===== src/rtl/natv_gpio_ctrl_if.sv =====
`default_nettype none
// ============================================================================
// Module      : natv_gpio_ctrl_if
// Description : Native (natv) valid/ready bus bundle used by the GPIO
//               controller. The master drives the request; the slave returns
//               registered read data and a one-cycle completion pulse.
// Signals     : valid - request valid
//               addr  - byte address (only [7:0] decoded by the GPIO block)
//               wdata - write data
//               wstrb - byte strobes, 0 means read
//               rdata - registered read data
//               ready - one-cycle completion pulse
// Revision    : 1.0 - initial release
// ============================================================================
interface natv_gpio_ctrl_if;
  logic        valid;
  logic [31:0] addr;
  logic [31:0] wdata;
  logic [3:0]  wstrb;
  logic [31:0] rdata;
  logic        ready;

  modport master (output valid, addr, wdata, wstrb, input  rdata, ready);
  modport slave  (input  valid, addr, wdata, wstrb, output rdata, ready);
endinterface
`default_nettype wire


===== src/rtl/natv_gpio_ctrl.sv =====
`default_nettype none
// ============================================================================
// Module      : natv_gpio_ctrl
// Description : Parametrised GPIO controller on the native valid/ready bus.
//               Up to 32 pins, configurable input synchroniser, atomic
//               set/clear/toggle of OUT, per-pin level/edge interrupts with
//               write-1-to-clear pending bits.
//               Optional debounce filter enabled by NATV_GPIO_DEBOUNCE_EN
//               (adds DEBEN register at 0x30 and per-pin 8-bit counters).
// Ports       : clk_i, rst_n_i     - clock, synchronous active-low reset
//               bus (slave)        - natv request / response bundle
//               gpio_out_o         - output value
//               gpio_in_i          - raw asynchronous pad input
//               gpio_oeb_o         - output enable, active low
//               gpio_pub_o         - pull-up enable, active low
//               gpio_pdb_o         - pull-down enable, active low
//               irq_o              - combined level interrupt |(IP & IE)
// Revision    : 1.0 - initial release
// ============================================================================
module natv_gpio_ctrl #(
  parameter int GPIO_NUM     = 16,
  parameter int SYNC_STAGES  = 2,
  parameter int DEBOUNCE_CYC = 4
) (
  input  logic                clk_i,
  input  logic                rst_n_i,
  natv_gpio_ctrl_if.slave     bus,
  output logic [GPIO_NUM-1:0] gpio_out_o,
  input  logic [GPIO_NUM-1:0] gpio_in_i,
  output logic [GPIO_NUM-1:0] gpio_oeb_o,
  output logic [GPIO_NUM-1:0] gpio_pub_o,
  output logic [GPIO_NUM-1:0] gpio_pdb_o,
  output logic                irq_o
);

  localparam logic [7:0] ADDR_OUT   = 8'h00;
  localparam logic [7:0] ADDR_IN    = 8'h04;
  localparam logic [7:0] ADDR_OEB   = 8'h08;
  localparam logic [7:0] ADDR_PUB   = 8'h0C;
  localparam logic [7:0] ADDR_PDB   = 8'h10;
  localparam logic [7:0] ADDR_SET   = 8'h14;
  localparam logic [7:0] ADDR_CLR   = 8'h18;
  localparam logic [7:0] ADDR_TGL   = 8'h1C;
  localparam logic [7:0] ADDR_IE    = 8'h20;
  localparam logic [7:0] ADDR_ITYPE = 8'h24;
  localparam logic [7:0] ADDR_IPOL  = 8'h28;
  localparam logic [7:0] ADDR_IP    = 8'h2C;
  localparam logic [7:0] ADDR_DEBEN = 8'h30;

  logic [GPIO_NUM-1:0] out_q, oeb_q, pub_q, pdb_q;
  logic [GPIO_NUM-1:0] ie_q, itype_q, ipol_q, ip_q;
  logic [GPIO_NUM-1:0] sync_q [SYNC_STAGES];
  logic [GPIO_NUM-1:0] sync, filt, prev_q;
  logic [GPIO_NUM-1:0] deben;
  logic                ready_q;
  logic [31:0]         rdata_q, rd_val;
  logic                exec, wr_en;
  logic [7:0]          off;
  logic [31:0]         lane_mask;
  logic [GPIO_NUM-1:0] wmask, wbits, w1c, edge_evt;

  // Upper address bits and pin-less data bits are intentionally ignored.
  wire unused_bus_bits = ^{bus.addr[31:8], bus.wdata, lane_mask, 8'(DEBOUNCE_CYC)};

  // An access executes only while no completion is outstanding, so a held
  // valid produces one access every two cycles.
  assign off       = bus.addr[7:0];
  assign exec      = bus.valid && !ready_q;
  assign wr_en     = exec && (bus.wstrb != 4'b0000);
  assign lane_mask = {{8{bus.wstrb[3]}}, {8{bus.wstrb[2]}},
                      {8{bus.wstrb[1]}}, {8{bus.wstrb[0]}}};
  assign wmask     = lane_mask[GPIO_NUM-1:0];
  assign wbits     = bus.wdata[GPIO_NUM-1:0] & wmask;

  // --------------------------------------------------------------------------
  // Input synchroniser
  // --------------------------------------------------------------------------
  always_ff @(posedge clk_i) begin
    if (!rst_n_i) begin
      for (int k = 0; k < SYNC_STAGES; k++) sync_q[k] <= '0;
    end else begin
      sync_q[0] <= gpio_in_i;
      for (int k = 1; k < SYNC_STAGES; k++) sync_q[k] <= sync_q[k-1];
    end
  end

  assign sync = sync_q[SYNC_STAGES-1];

`ifdef NATV_GPIO_DEBOUNCE_EN
  localparam logic [7:0] DEB_LAST = 8'(DEBOUNCE_CYC - 1);

  logic [GPIO_NUM-1:0] deben_q;

  always_ff @(posedge clk_i) begin
    if (!rst_n_i) begin
      deben_q <= '0;
    end else if (wr_en && off == ADDR_DEBEN) begin
      deben_q <= (deben_q & ~wmask) | wbits;
    end
  end

  assign deben = deben_q;

  // The filtered level follows sync only after it has disagreed for
  // DEBOUNCE_CYC consecutive cycles; any agreement restarts the count.
  for (genvar i = 0; i < GPIO_NUM; i++) begin : g_deb
    logic [7:0] cnt_q;
    logic       filt_bit_q;

    always_ff @(posedge clk_i) begin
      if (!rst_n_i) begin
        cnt_q      <= 8'd0;
        filt_bit_q <= 1'b0;
      end else if (sync[i] == filt_bit_q) begin
        cnt_q <= 8'd0;
      end else if (cnt_q == DEB_LAST) begin
        cnt_q      <= 8'd0;
        filt_bit_q <= sync[i];
      end else begin
        cnt_q <= cnt_q + 8'd1;
      end
    end

    assign filt[i] = deben_q[i] ? filt_bit_q : sync[i];
  end
`else
  assign deben = '0;
  assign filt  = sync;
`endif

  // --------------------------------------------------------------------------
  // Register file and bus response
  // --------------------------------------------------------------------------
  always_comb begin
    rd_val = 32'd0;
    case (off)
      ADDR_OUT:   rd_val = 32'(out_q);
      ADDR_IN:    rd_val = 32'(filt);
      ADDR_OEB:   rd_val = 32'(oeb_q);
      ADDR_PUB:   rd_val = 32'(pub_q);
      ADDR_PDB:   rd_val = 32'(pdb_q);
      ADDR_IE:    rd_val = 32'(ie_q);
      ADDR_ITYPE: rd_val = 32'(itype_q);
      ADDR_IPOL:  rd_val = 32'(ipol_q);
      ADDR_IP:    rd_val = 32'(ip_q);
      ADDR_DEBEN: rd_val = 32'(deben);
      default:    rd_val = 32'd0;
    endcase
  end

  always_ff @(posedge clk_i) begin
    if (!rst_n_i) begin
      out_q   <= '0;
      oeb_q   <= '1;
      pub_q   <= '1;
      pdb_q   <= '1;
      ie_q    <= '0;
      itype_q <= '0;
      ipol_q  <= '0;
      ready_q <= 1'b0;
      rdata_q <= 32'd0;
    end else begin
      ready_q <= exec;
      if (exec) rdata_q <= rd_val;
      if (wr_en) begin
        case (off)
          ADDR_OUT:   out_q   <= (out_q & ~wmask) | wbits;
          ADDR_OEB:   oeb_q   <= (oeb_q & ~wmask) | wbits;
          ADDR_PUB:   pub_q   <= (pub_q & ~wmask) | wbits;
          ADDR_PDB:   pdb_q   <= (pdb_q & ~wmask) | wbits;
          ADDR_SET:   out_q   <= out_q | wbits;
          ADDR_CLR:   out_q   <= out_q & ~wbits;
          ADDR_TGL:   out_q   <= out_q ^ wbits;
          ADDR_IE:    ie_q    <= (ie_q & ~wmask) | wbits;
          ADDR_ITYPE: itype_q <= (itype_q & ~wmask) | wbits;
          ADDR_IPOL:  ipol_q  <= (ipol_q & ~wmask) | wbits;
          default:    ;
        endcase
      end
    end
  end

  // --------------------------------------------------------------------------
  // Interrupt pending
  // --------------------------------------------------------------------------
  // Edge event: level changed and the new level matches the polarity.
  assign w1c      = (wr_en && off == ADDR_IP) ? wbits : '0;
  assign edge_evt = itype_q & (filt ^ prev_q) & ~(filt ^ ipol_q);

  always_ff @(posedge clk_i) begin
    if (!rst_n_i) begin
      prev_q <= '0;
      ip_q   <= '0;
    end else begin
      prev_q <= filt;
      // Edge pins: a new event beats a simultaneous clear.
      // Level pins: pending simply mirrors the active level.
      ip_q   <= edge_evt
              | (itype_q & ip_q & ~w1c)
              | (~itype_q & ~(filt ^ ipol_q));
    end
  end

  assign irq_o       = |(ip_q & ie_q);
  assign bus.rdata   = rdata_q;
  assign bus.ready   = ready_q;
  assign gpio_out_o  = out_q;
  assign gpio_oeb_o  = oeb_q;
  assign gpio_pub_o  = pub_q;
  assign gpio_pdb_o  = pdb_q;

endmodule
`default_nettype wire

===== src/flat_wrapper.sv =====
// flat-port wrapper written by rule: the top's interface ports become plain ports
module natv_gpio_ctrl_flat 
#(
  parameter int GPIO_NUM     = 16,
  parameter int SYNC_STAGES  = 2,
  parameter int DEBOUNCE_CYC = 4
)
  (clk_i, rst_n_i, gpio_out_o, gpio_in_i, gpio_oeb_o, gpio_pub_o, gpio_pdb_o, irq_o, bus_valid, bus_addr, bus_wdata, bus_wstrb, bus_rdata, bus_ready);
  natv_gpio_ctrl_if bus_i ();
  input  logic clk_i;
  input  logic rst_n_i;
  output logic [GPIO_NUM-1:0] gpio_out_o;
  input  logic [GPIO_NUM-1:0] gpio_in_i;
  output logic [GPIO_NUM-1:0] gpio_oeb_o;
  output logic [GPIO_NUM-1:0] gpio_pub_o;
  output logic [GPIO_NUM-1:0] gpio_pdb_o;
  output logic irq_o;
  input wire logic [$bits(bus_i.valid)-1:0] bus_valid;
  input wire logic [$bits(bus_i.addr)-1:0] bus_addr;
  input wire logic [$bits(bus_i.wdata)-1:0] bus_wdata;
  input wire logic [$bits(bus_i.wstrb)-1:0] bus_wstrb;
  output wire logic [$bits(bus_i.rdata)-1:0] bus_rdata;
  output wire logic [$bits(bus_i.ready)-1:0] bus_ready;
  assign bus_i.valid = bus_valid;
  assign bus_i.addr = bus_addr;
  assign bus_i.wdata = bus_wdata;
  assign bus_i.wstrb = bus_wstrb;
  assign bus_rdata = bus_i.rdata;
  assign bus_ready = bus_i.ready;
  natv_gpio_ctrl #(.GPIO_NUM(GPIO_NUM), .SYNC_STAGES(SYNC_STAGES), .DEBOUNCE_CYC(DEBOUNCE_CYC)) u_core (.clk_i(clk_i), .rst_n_i(rst_n_i), .bus(bus_i), .gpio_out_o(gpio_out_o), .gpio_in_i(gpio_in_i), .gpio_oeb_o(gpio_oeb_o), .gpio_pub_o(gpio_pub_o), .gpio_pdb_o(gpio_pdb_o), .irq_o(irq_o));
endmodule

===== config.mk =====
export PLATFORM = sky130hd
export DESIGN_NAME = natv_gpio_ctrl_flat
export DESIGN_NICKNAME = d
export VERILOG_FILES = /design/src/rtl/natv_gpio_ctrl_if.sv /design/src/rtl/natv_gpio_ctrl.sv /design/src/flat_wrapper.sv
export SDC_FILE = /design/constraint.sdc
export NUM_CORES = 1
export LEC_CHECK = 0
export ABC_AREA = 1
export BUFFER_PORTS_ARGS = -buffer_cell sky130_fd_sc_hd__buf_2
export CORE_MARGIN = 2
export CORE_UTILIZATION = 40
export DETAILED_ROUTE_END_ITERATION = 10
export PLACE_DENSITY_LB_ADDON = 0.2
export SYNTH_ARGS = -nofsm -noshare
export SYNTH_HDL_FRONTEND = slang
export SYNTH_SLANG_ARGS = --single-unit

===== constraint.sdc =====
create_clock -name clk_i -period 2 [get_ports clk_i]
set_input_delay 0.1 -clock clk_i [delete_from_list [all_inputs] [get_ports clk_i]]
set_output_delay 0.1 -clock clk_i [all_outputs]
set_load 0.01 [all_outputs]

### Yosys cells after proc, flatten, opt, wreduce, memory -nomap -nowiden

Memory sizes are Yosys's and may differ from the RTL's.
Cells that the tools add are included.
W data, S select, Z words.

* output and inout bits: 98
* memories: 1
* input port bits: 87
* bits in read-only memories: 0
* register bits after elaboration: 177
* latch bits: 0
* RAM bits: 32
* logic and storage cells: 80

* shift operators: 0
* multiply operators: 0
* div/mod/pow operators: 0
* eq/ne operators: 11
* $add $sub $neg: 0
* order comparisons: 0
* bitwise operators: 35
* muxes and demuxes: 7
* reductions and logical operators: 15

Memory list
* u_core.sync_q: depth 2, width 16, read ports 2, clocked after memory_dff 0, wr ports 2, RTL line natv_gpio_ctrl.sv:52 `logic [GPIO_NUM-1:0] sync_q [SYNC_STAGES];`

Operator list (number)
* $and A16 B16 Y16: 15
* $or A16 B16 Y16: 10
* $pmux W16 S9: 1
* $not A16 Y16: 5
* $pmux W16 S4: 1
* $mux W16: 3
* $xor A16 B16 Y16: 3
* $eq A8 B5 Y1 const B: 4
* $eq A8 B6 Y1 const B: 4
* $eq A8 B4 Y1 const B: 2
* $reduce_or A16 Y1: 1
* $reduce_and A2 Y1: 7
* $eq A8 B3 Y1 const B: 1
* $logic_not A8 Y1: 1
* $reduce_bool A4 Y1: 2
* $logic_and A1 B1 Y1: 3
* $mux W1: 2
* $or A1 B1 Y1: 2
* $logic_not A1 Y1: 1

### Logic depth before layout (Yosys ltp)

Gate-level depths: netlist of the first run.

* depth in word-level cells: 9
* mapped depth: 12
* depth with buffers taken out: 11

### Worst setup path before layout of the first run

OpenSTA, ideal clock, no wires.

* kind: flip-flop to flip-flop
* start point: register u_core.ready_q (netlist: u_core.bus.ready)
* end point: register with a tool-made name
* setup slack: 0.407 ns
* library setup time: 0.138 ns
* buffers on the path: 3
* clock period less this slack: 1.593 ns
* stages on the path, launching flop included: 9
* data required time: 1.862 ns
* data arrival time: 1.455 ns
* path through: dfxtp_1 > or2_0 > buf_6 > a21oi_4 > buf_6 > buf_6 > nand3_4 > nand2_1 > o211ai_1

RTL lines
* start, declared: RTL line natv_gpio_ctrl.sv:55 `logic ready_q;`
* start signal, assigned: RTL line natv_gpio_ctrl.sv:160 `ready_q <= 1'b0;`
* start signal, assigned: RTL line natv_gpio_ctrl.sv:163 `ready_q <= exec;`

==> impl_metrics.tcl, run 1 <==
set metrics [dict create \
    worstHoldPathCells 3 \
    seq_area_frac_synth 0.4159 \
    routed_wl_um 28530 \
    fin_skew_ns 0.01290 \
    antenna_found_initial 1 \
    ys.flop_type "dfxtp_1" \
    max-slew-margin-rel 0.5530 \
    grt_pass1_vias 8543 \
    clk_latency_ns 0.44 \
    synth_area_mm2 0.009290 \
    cts_tree "yes" \
    netlist_top_cells_area "dfxtp_1, nand2_1, nand3_1, inv_1, a21oi_1" \
    tns_ns 0 \
    grt_max_degree 78 \
    final_nets 1552 \
    yosysMostFrequentCell "nand2_1" \
    ys_ff_latch 193 \
    final-hold-violation-count 0 \
    netlist_instances 1319 \
    cts.path.max_buffers 2 \
    rr_worst_depth 6 \
    post_drt_via_cell_ratio 5.219 \
    intPower_uw 6268 \
    drive_above_1_share 0.1573 \
    cts_buffers 17 \
    rsz0062_at_grt "false" \
    final_area_mm2 0.01103 \
    reg2reg_slack_ns 0.20 \
    p_seq_frac 0.479 \
    grt_remaining_overflow 0 \
    start_util 0.4091 \
    final_cell_count_no_fill 1748 \
    htreeDepth 4 \
    tightest_slew_ns 0.6653 \
    row_count 55 \
    pwr_density_cell_mw_per_mm2 749.0 \
    clockPowerShare 0.457 \
    regArea_mm2 0.003864 \
    synthDistinctLibCells 30 \
    crit_fanout 3 \
    io_buffers 128 \
    grt_pass1_wl_um 45100 \
    ir_worst_vdd_mv 0.4795 \
    max_freq_mhz 552.7 \
    drt_iter0_markers 696 \
    endpoint_kind "output pin" \
    area_growth_pct 18.76 \
    die_w_um 156.4 \
    cts_resized 0 \
    final_core_util 0.4858 \
    layout_min_cycle_time_ns 1.809 \
    clk_pin_slew_ns 0.07 \
    outcome "finished, final reports clean" \
    r2r_start "u_core.bus.ready" \
    synth_edf_count 0 \
    synth_top_area_cell "dfxtp_1" \
    drtAntennaViolNets 0 \
    ios 185 \
    min-delay-start "bus_wdata[15]" \
    coreArea_mm2 0.02271 \
    crit_required_ns 1.90 \
    critPathArrivalTime_ns 1.71 \
    place_inst 1698 \
    slew_viol_final 0 \
    wl_per_cell_um 16.32 \
    switchingPower_uw 1995 \
    setup_viol 0 \
    worst_slack_ns 0.1908 \
    dp.final_hpwl_um 20210 \
    fill_cells 2316 \
    syn_avg_cell_area_um2 7.043 \
    power.leakage_uw 0.005410 \
    min_path_type "primary input to flop" \
    drc 0 \
    post-route-period-util 0.9046 \
    startpoint_type "flop" \
    multi_input_area_mm2 0.004340 \
    root_buffer "clkbuf_16" \
    grtUsageTotal 0.2355 \
    drtPass1Iterations 5 \
    vias 9122 \
    path_class "flop to output pin" \
    p_sw_frac 0.2415 \
    drv_cap 0 \
    yosys_warnings 0 \
    place.gp.congestion 0.8764 \
    dieArea_mm2 0.02446 \
    die_h_um 156.4 \
    pre_cts_ws_ns 0.1617 \
    clock-sinks 193 \
    synthTopCellsByCount "nand2_1, dfxtp_1, inv_1" \
    async_flop_share 0 \
    synth_top_area_frac 0.4159 \
    placed_cell_area_mm2 0.01021 \
    combPwrFrac 0.064 \
]
==> cell type report <==
class                   instances  area share
multi-input cells             875      0.3934
flip-flops and latches        193      0.3502
repair buffers                180      0.1032
inverters                     182     0.06192
clock buffers                  19     0.04105
well taps                     285     0.03232
clock inverters                13     0.01769
diodes                          1   0.0002268
==> power by group through the flow <==
stage          Sequential [uW]  Combinational (uW)  Clock (uW)
2_1_floorplan             4030                 314           0
3_3_place_gp              4050                 496           0
3_5_place_dp              4050                 503           0
4_1_cts                   3960                 530        3840
5_1_grt                   3970                 590        3980
6_report                  3960                 530        3770
==> cells in the final DEF (no fill, tap or decap), drive strengths merged <==
cell type / Yosys / routed
o211ai: 33 / 33
bufinv: 0 / 4
nor2: 100 / 100
nand4: 17 / 17
dfxtp: 193 / 193
nand2: 306 / 306
o221ai: 15 / 15
a21oi: 97 / 97
inv: 182 / 187
conb: 1 / 16
o21ai: 96 / 96
clkbuf: 31 / 19
buf: 53 / 163
clkinv: 0 / 4
dlygate4sd3: 0 / 17
nor3: 1 / 1
ha: 16 / 16
or2: 1 / 1
nand3: 157 / 157
a221oi: 4 / 4
diode: 0 / 1
o31ai: 16 / 16
==> worst max-delay path by stage <==
stage / from / slack, ns / endpoint / cells past startpoint
after detailed placement: bus_wstrb[0] / 0.16 / u_core.gpio_out_o[1] / 8
after global routing: u_core.bus.ready / 0.09 / flop / 6
after floorplan: u_core.bus.ready / 0.41 / flop / 8
after CTS: u_core.bus.ready / 0.20 / flop / 6
final: flop / 0.19 / irq_o / 5
after global placement: bus_wstrb[0] / 0.22 / flop / 6
==> what timing repair did <==
item | CTS | global route
setup buffers | 0 | 0
hold buffers | 17 | 0
endpoints found under the hold margin | 27 | 0
==> cell families after synthesis <==
group	share of synthesized area
AOI/OAI and AO/OA	0.1631
adders and majority gates	0.02155
buffers and inverters	0.1235
DFF	0.4159
other	0.0004037
and+or+nand+nor	0.2756
==> worst max-delay path, cell delays in order (launching register included) <==
cell and delay [ns]:
dfxtp_1 0.34, nand2_1 0.09, nand2_1 0.05, a221oi_1 0.38
nand4_1 0.22, buf_2 0.19
==> metal layers <==
metal / GRT usage / wire length, um
met5: 0 / 0
met4: 0.07602 / 628
met3: 0.04929 / 1915
met2: 0.3908 / 13410
met1: 0.3062 / 12570
==> through the flow <==
| step | hold slack (ns) | total power, uW |
|---|---|---|
| after floorplan | 0.1976 | 4349 |
| after global placement | 0.2866 | 4545 |
| after detailed placement | 0.2871 | 4552 |
| after CTS | 0.01172 | 8333 |
| after global routing | 0.02618 | 8538 |
| final | 0.01980 | 8264 |
Power figures use the tool's default switching activity.
==> run 2: changes to the inputs <==
==> constraint.sdc (replaced) <==
create_clock -name clk_i -period 2.3 [get_ports clk_i]
set_input_delay 0.115 -clock clk_i [delete_from_list [all_inputs] [get_ports clk_i]]
set_output_delay 0.115 -clock clk_i [all_outputs]
set_load 0.01 [all_outputs]
==> run 2 against run 1 <==
  * Sequential share of layout area up 0.57 points
  * Worst setup slack improved by 0.014 ns
  * Global-route usage down 0.45 points
  * Die area did not move
  * Critical path depth rose by 1
  * Clock skew down 0.0012 ns
  * Register-to-register slack about the same
  * Via count fell by 0.34%
  * Design area is 1.6% lower
  * Largest cell class unchanged
  * Largest power group unchanged
  * Highest routed layer is now met5
==> impl_metrics.tcl, run 2 (same netlist as run 1, synthesis figures left out) <==
set metrics [dict create \
    fin_skew_ns 0.01168 \
    post_drt_via_cell_ratio 5.246 \
    clk_pin_slew_ns 0.07 \
    switchingPower_uw 1702 \
    grt_max_degree 161 \
    grt_pass1_wl_um 44230 \
    ios 185 \
    reg2reg_slack_ns 0.20 \
    coreArea_mm2 0.02271 \
    place.gp.congestion 0.8865 \
    routed_wl_um 28210 \
    drt_iter0_markers 813 \
    fill_cells 2358 \
    die_w_um 156.4 \
    root_buffer "clkbuf_16" \
    min_path_type "primary input to flop" \
    layout_min_cycle_time_ns 2.095 \
    grt_pass1_vias 8217 \
    final_cell_mix "nand2_1, dfxtp_1, inv_1, nand3_1, buf_2" \
    final_nets 1538 \
    htreeDepth 4 \
    vias 9091 \
    rsz0062_at_grt "false" \
    die_h_um 156.4 \
    clock-sinks 193 \
    dp.final_hpwl_um 19650 \
    path_class "flop to flop" \
    critPathArrivalTime_ns 2.40 \
    clockPowerShare 0.449 \
    combPwrFrac 0.062 \
    p_seq_frac 0.489 \
    slew_viol_final 0 \
    tightest_slew_ns 0.7697 \
    post-route-period-util 0.9109 \
    setup_viol 0 \
    dieArea_mm2 0.02446 \
    tns_ns 0 \
    hold_ws_ns 0.03394 \
    cts_tree "yes" \
    pre_cts_ws_ns 0.2643 \
    row_count 55 \
    crit_fanout 16 \
    pwr_density_cell_mw_per_mm2 649.2 \
    drtAntennaViolNets 0 \
    crit_required_ns 2.61 \
    final-hold-violation-count 0 \
    wl_per_cell_um 16.28 \
    drtPass1Iterations 5 \
    final_core_util 0.4781 \
    worst_slack_ns 0.2049 \
    min-delay-start "bus_wdata[15]" \
    antenna_found_initial 1 \
    intPower_uw 5347 \
    p_sw_frac 0.2415 \
    layout_commonest_cell "nand2_1" \
    power.leakage_uw 0.005318 \
    io_buffers 128 \
    cts_buffers 17 \
    drv_cap 0 \
    endpoint_kind "flop" \
    antenna_cells 0 \
    r2r_start "u_core.bus.ready" \
    outcome "finished, final reports clean" \
    clk_latency_ns 0.43 \
    drc 0 \
    startpoint "u_core.bus.ready" \
    drive_above_1_share 0.1485 \
    ir_worst_vdd_mv 0.4335 \
    startpoint_type "flop" \
    grt_remaining_overflow 0 \
    total_power_uw 7049 \
    max-slew-margin-rel 0.4869 \
    grtUsageTotal 0.2309 \
    max_freq_mhz 477.3 \
    area_growth_pct 16.88 \
    start_util 0.4091 \
    cts.path.max_buffers 2 \
]
## run 2: final timing paths
check                              end  depth (start not counted)
setup / recovery                  flop                          6
hold / removal                    flop                          3
setup reg to reg                  flop                          6
hold reg to reg   u_core.sync_q[0][28]                          2
## run 2: metal layers
metal,global-route usage,vias up,routed length [um]
met4,0.06378,2,423
met3,0.03545,30,1507
met1,0.3108,4282,12860
met5,0,-,11
li1,-,4503,-
met2,0.3856,274,13410
## run 2: cell type report
| cell class | instances | area [um2] | area share |
|---|---|---|---|
| multi-input cells | 875 | 4340 | 0.3997 |
| flip-flops and latches | 193 | 3864 | 0.3558 |
| repair buffers | 166 | 993.5 | 0.09150 |
| inverters | 182 | 683.2 | 0.06292 |
| clock buffers | 22 | 474.2 | 0.04367 |
| well taps | 285 | 356.6 | 0.03284 |
| clock inverters | 10 | 146.4 | 0.01348 |
## run 2: metrics by stage
| step | cells | area [um2] |
|---|---|---|
| floorplan | 1334 | 9346 |
| global placement | 1685 | 10080 |
| detailed placement | 1685 | 10080 |
| CTS | 1733 | 10860 |
| global route | 1733 | 10860 |
| finish | 1733 | 10860 |
## run 2: timing repair
action	4_1_cts	5_1_grt
hold endpoints to repair	16	0
setup endpoints to repair	0	0
setup buffers	0	0
hold buffers	16	0
resized for setup	0	0
## run 2: power by group through the flow
stage               combinational, uW  sequential (uW)  clock [uW]
global route                      487             3450        3340
CTS                               439             3440        3200
floorplan                         273             3510           0
finish                            440             3440        3160
detailed placement                416             3520           0
global placement                  411             3520           0
## run 2: worst max-delay path, cell delays in order (launching register included)
cell     delay, ns
dfxtp_1       0.31
or2_0         0.33
a21oi_4       0.35
buf_4         0.19
nand3_1       0.37
o21ai_0       0.34
a21oi_1       0.06
==> run 3: changes to the inputs <==
--- a/config.mk
+++ b/config.mk
@@ -5,7 +5,6 @@
 export SDC_FILE = /design/constraint.sdc
 export NUM_CORES = 1
 export LEC_CHECK = 0
-export ABC_AREA = 1
 export BUFFER_PORTS_ARGS = -buffer_cell sky130_fd_sc_hd__buf_2
 export CORE_MARGIN = 2
 export CORE_UTILIZATION = 40
==> constraint.sdc (replaced) <==
create_clock -name clk_i -period 2.3 [get_ports clk_i]
set_input_delay 0.115 -clock clk_i [delete_from_list [all_inputs] [get_ports clk_i]]
set_output_delay 0.115 -clock clk_i [all_outputs]
set_load 0.005 [all_outputs]
==> run 3 against run 2 <==
  * Global-route usage rose by 0.20 points
  * Non-clock buffer count rose by 38
  * Maximum frequency rose by 5.0%
  * Sequential cell count did not move
  * Sequential share of layout area fell by 0.63 points
  * Count of clock-buffer cells in the layout fell by 3
  * Clock power fell by 7.0%
  * Critical path type is now flop to output pin
  * Register-to-register slack improved by 0.20 ns
  * Synthesized cell count fell by 27%
  * Area after synthesis fell by 2.1%
  * Critical path depth fell by 2
  * Die area fell by 2.1%
==> impl_metrics.tcl, run 3 <==
set metrics [dict create \
    area_growth_pct 21.59 \
    tightest_slew_ns 0.7522 \
    syn_avg_cell_area_um2 9.441 \
    cts_tree "yes" \
    yosys_warnings 0 \
    layout_commonest_cell "dfxtp_1" \
    root_buffer "clkbuf_16" \
    path_buf_inv 1 \
    dieArea_mm2 0.02395 \
    r2r_end "u_core.ip_q[13]" \
    drt_iter0_markers 687 \
    grt_pass1_vias 7033 \
    clk_pin_slew_ns 0.07 \
    pwr_density_cell_mw_per_mm2 625.9 \
    crit_required_ns 2.18 \
    antenna_cells 0 \
    synthDistinctLibCells 55 \
    reg2reg_slack_ns 0.40 \
    seq_area_frac_synth 0.4250 \
    synthTopCellsByCount "dfxtp_1, nand2_1, mux2i_1" \
    cts_buffers 17 \
    synthSimpleGateAreaFrac 0.1803 \
    endpoint_kind "output pin" \
    wl_per_cell_um 19.58 \
    synth_top_family_by_area "simple AND/OR/NAND/NOR gates" \
    routed_wl_um 27850 \
    synthXorXnorAreaFrac 0.02890 \
    yosysMostFrequentCell "dfxtp_1" \
    grt_remaining_overflow 0 \
    slew_viol_final 0 \
    drtAntennaViolNets 0 \
    min_path_type "primary input to flop" \
    synth_area_mm2 0.009091 \
    ys_ff_latch 193 \
    clock-sinks 193 \
    io_buffers 128 \
    post_drt_via_cell_ratio 5.352 \
    critPathArrivalTime_ns 1.88 \
    async_flop_share 0 \
    power.leakage_uw 0.004979 \
    rr_worst_depth 6 \
    synth_compound_area_frac 0.1402 \
    grtUsageTotal 0.2330 \
    max-slew-margin-rel 0.4985 \
    netlist_top_cells_area "dfxtp_1, mux2i_1, nand2_1, and2_1, nor2b_1" \
    die_w_um 154.8 \
    start_util 0.4040 \
    cpPeakStageDelay_ns 0.43 \
    synth_top_area_cell "dfxtp_1" \
    final-hold-violation-count 0 \
    htreeDepth 4 \
    synthAdderAreaFrac 0.02202 \
    final_area_mm2 0.01105 \
    final_cell_mix "dfxtp_1, nand2_1, buf_2, mux2i_1, and2_1" \
    ys.flop_type "dfxtp_1" \
    antenna_found_initial 0 \
    layout_min_cycle_time_ns 1.995 \
    coreArea_mm2 0.02250 \
    crit_fanout 3 \
    worstHoldPathCells 2 \
    cp_slowest_cell "a221oi_1" \
    grt_max_degree 60 \
    synth_top_area_frac 0.4250 \
    drtPass1Iterations 5 \
    fin_skew_ns 0.009069 \
    cts.path.max_buffers 2 \
    min-delay-start "rst_n_i" \
    synth_mux_area_frac 0.1598 \
    place.gp.congestion 0.8426 \
    clk_latency_ns 0.43 \
    r2r_start "u_core.bus.ready" \
    startpoint_type "flop" \
    setup_viol 0 \
    grt_pass1_wl_um 42250 \
    outcome "finished, final reports clean" \
    netlist_instances 963 \
    dp.final_hpwl_um 19640 \
    path_class "flop to output pin" \
    row_count 55 \
    final_nets 1228 \
    crit_chain "a22o_1, a221oi_1, nand4_1, buf_2" \
    drive_above_1_share 0.2076 \
    max_freq_mhz 501.4 \
    synth_edf_count 0 \
    placed_cell_area_mm2 0.01020 \
    die_h_um 154.8 \
    crit_family "compound AO/OA/AOI/OAI gates" \
    ir_worst_vdd_mv 0.3881 \
    rsz0062_at_grt "false" \
    vias 7611 \
    tns_ns 0 \
    drc 0 \
    drv_cap 0 \
    ios 185 \
    post-route-period-util 0.8672 \
]
[run 3: worst max-delay path by stage]
| stage | from | cells past startpoint | to |
|---|---|---|---|
| 2_1_floorplan | u_core.bus.ready | 5 | flop |
| 3_3_place_gp | bus_addr[3] | 6 | flop |
| 3_5_place_dp | bus_addr[3] | 6 | flop |
| 4_1_cts | u_core.ip_q[10] | 4 | irq_o |
| 5_1_grt | u_core.ip_q[10] | 4 | irq_o |
| 6_report | u_core.ip_q[10] | 4 | irq_o |
[run 3: layout make-up]
cell class	count	area [um2]
clock buffers	19	432.9
fillers	2139	11450
flip-flops and latches	193	3864
clock inverters	12	132.6
multi-input cells	701	4890
inverters	8	30.03
well taps	285	356.6
repair buffers	204	1349
[run 3: per-layer routing]
| metal | vias to the layer above | share of wire | routed length [um] | global-route usage |
|---|---|---|---|---|
| li1 | 3714 | - | - | - |
| met1 | 3563 | 0.48 | 13300 | 0.3457 |
| met2 | 304 | 0.43 | 11900 | 0.3440 |
| met3 | 30 | 0.076 | 2115 | 0.03979 |
| met4 | 0 | 0.019 | 527 | 0.07319 |
| met5 | - | 0 | 0 | 0 |
[run 3: timing repair]
action                    CTS  global route
setup buffers               0             0
hold buffers               29             0
hold endpoints to repair   42             0
gates resized for setup     0             0
[run 3: metrics by stage]
stage / utilization / power [uW] / cells / hold WS, ns / setup WS [ns]
floorplan: - / 3811 / 978 / 0.2401 / 0.4290
global placement: 0.4532 / 4006 / 1362 / 0.3216 / 0.1881
detailed placement: 0.4532 / 4010 / 1362 / 0.3231 / 0.1878
CTS: 0.4912 / 6968 / 1422 / 0.0003356 / 0.2297
global route: 0.4912 / 7165 / 1422 / 0.02491 / 0.2609
finish: 0.4912 / 6919 / 1422 / 0.01485 / 0.3054
[run 3: report_power, final]
| part | switching, uW | internal [uW] | total, uW |
|---|---|---|---|
| logic | 316 | 226 | 543 |
| clock network | 1330 | 1600 | 2940 |
| registers | 41.2 | 3400 | 3440 |
[run 3: logic make-up after synthesis]
group,after synthesis
and+or+nand+nor,322
DFF,193
AOI/OAI and AO/OA,180
muxes,137
buffers and inverters,84
xor gates and xnor gates,30
adders and majority gates,16
other,1
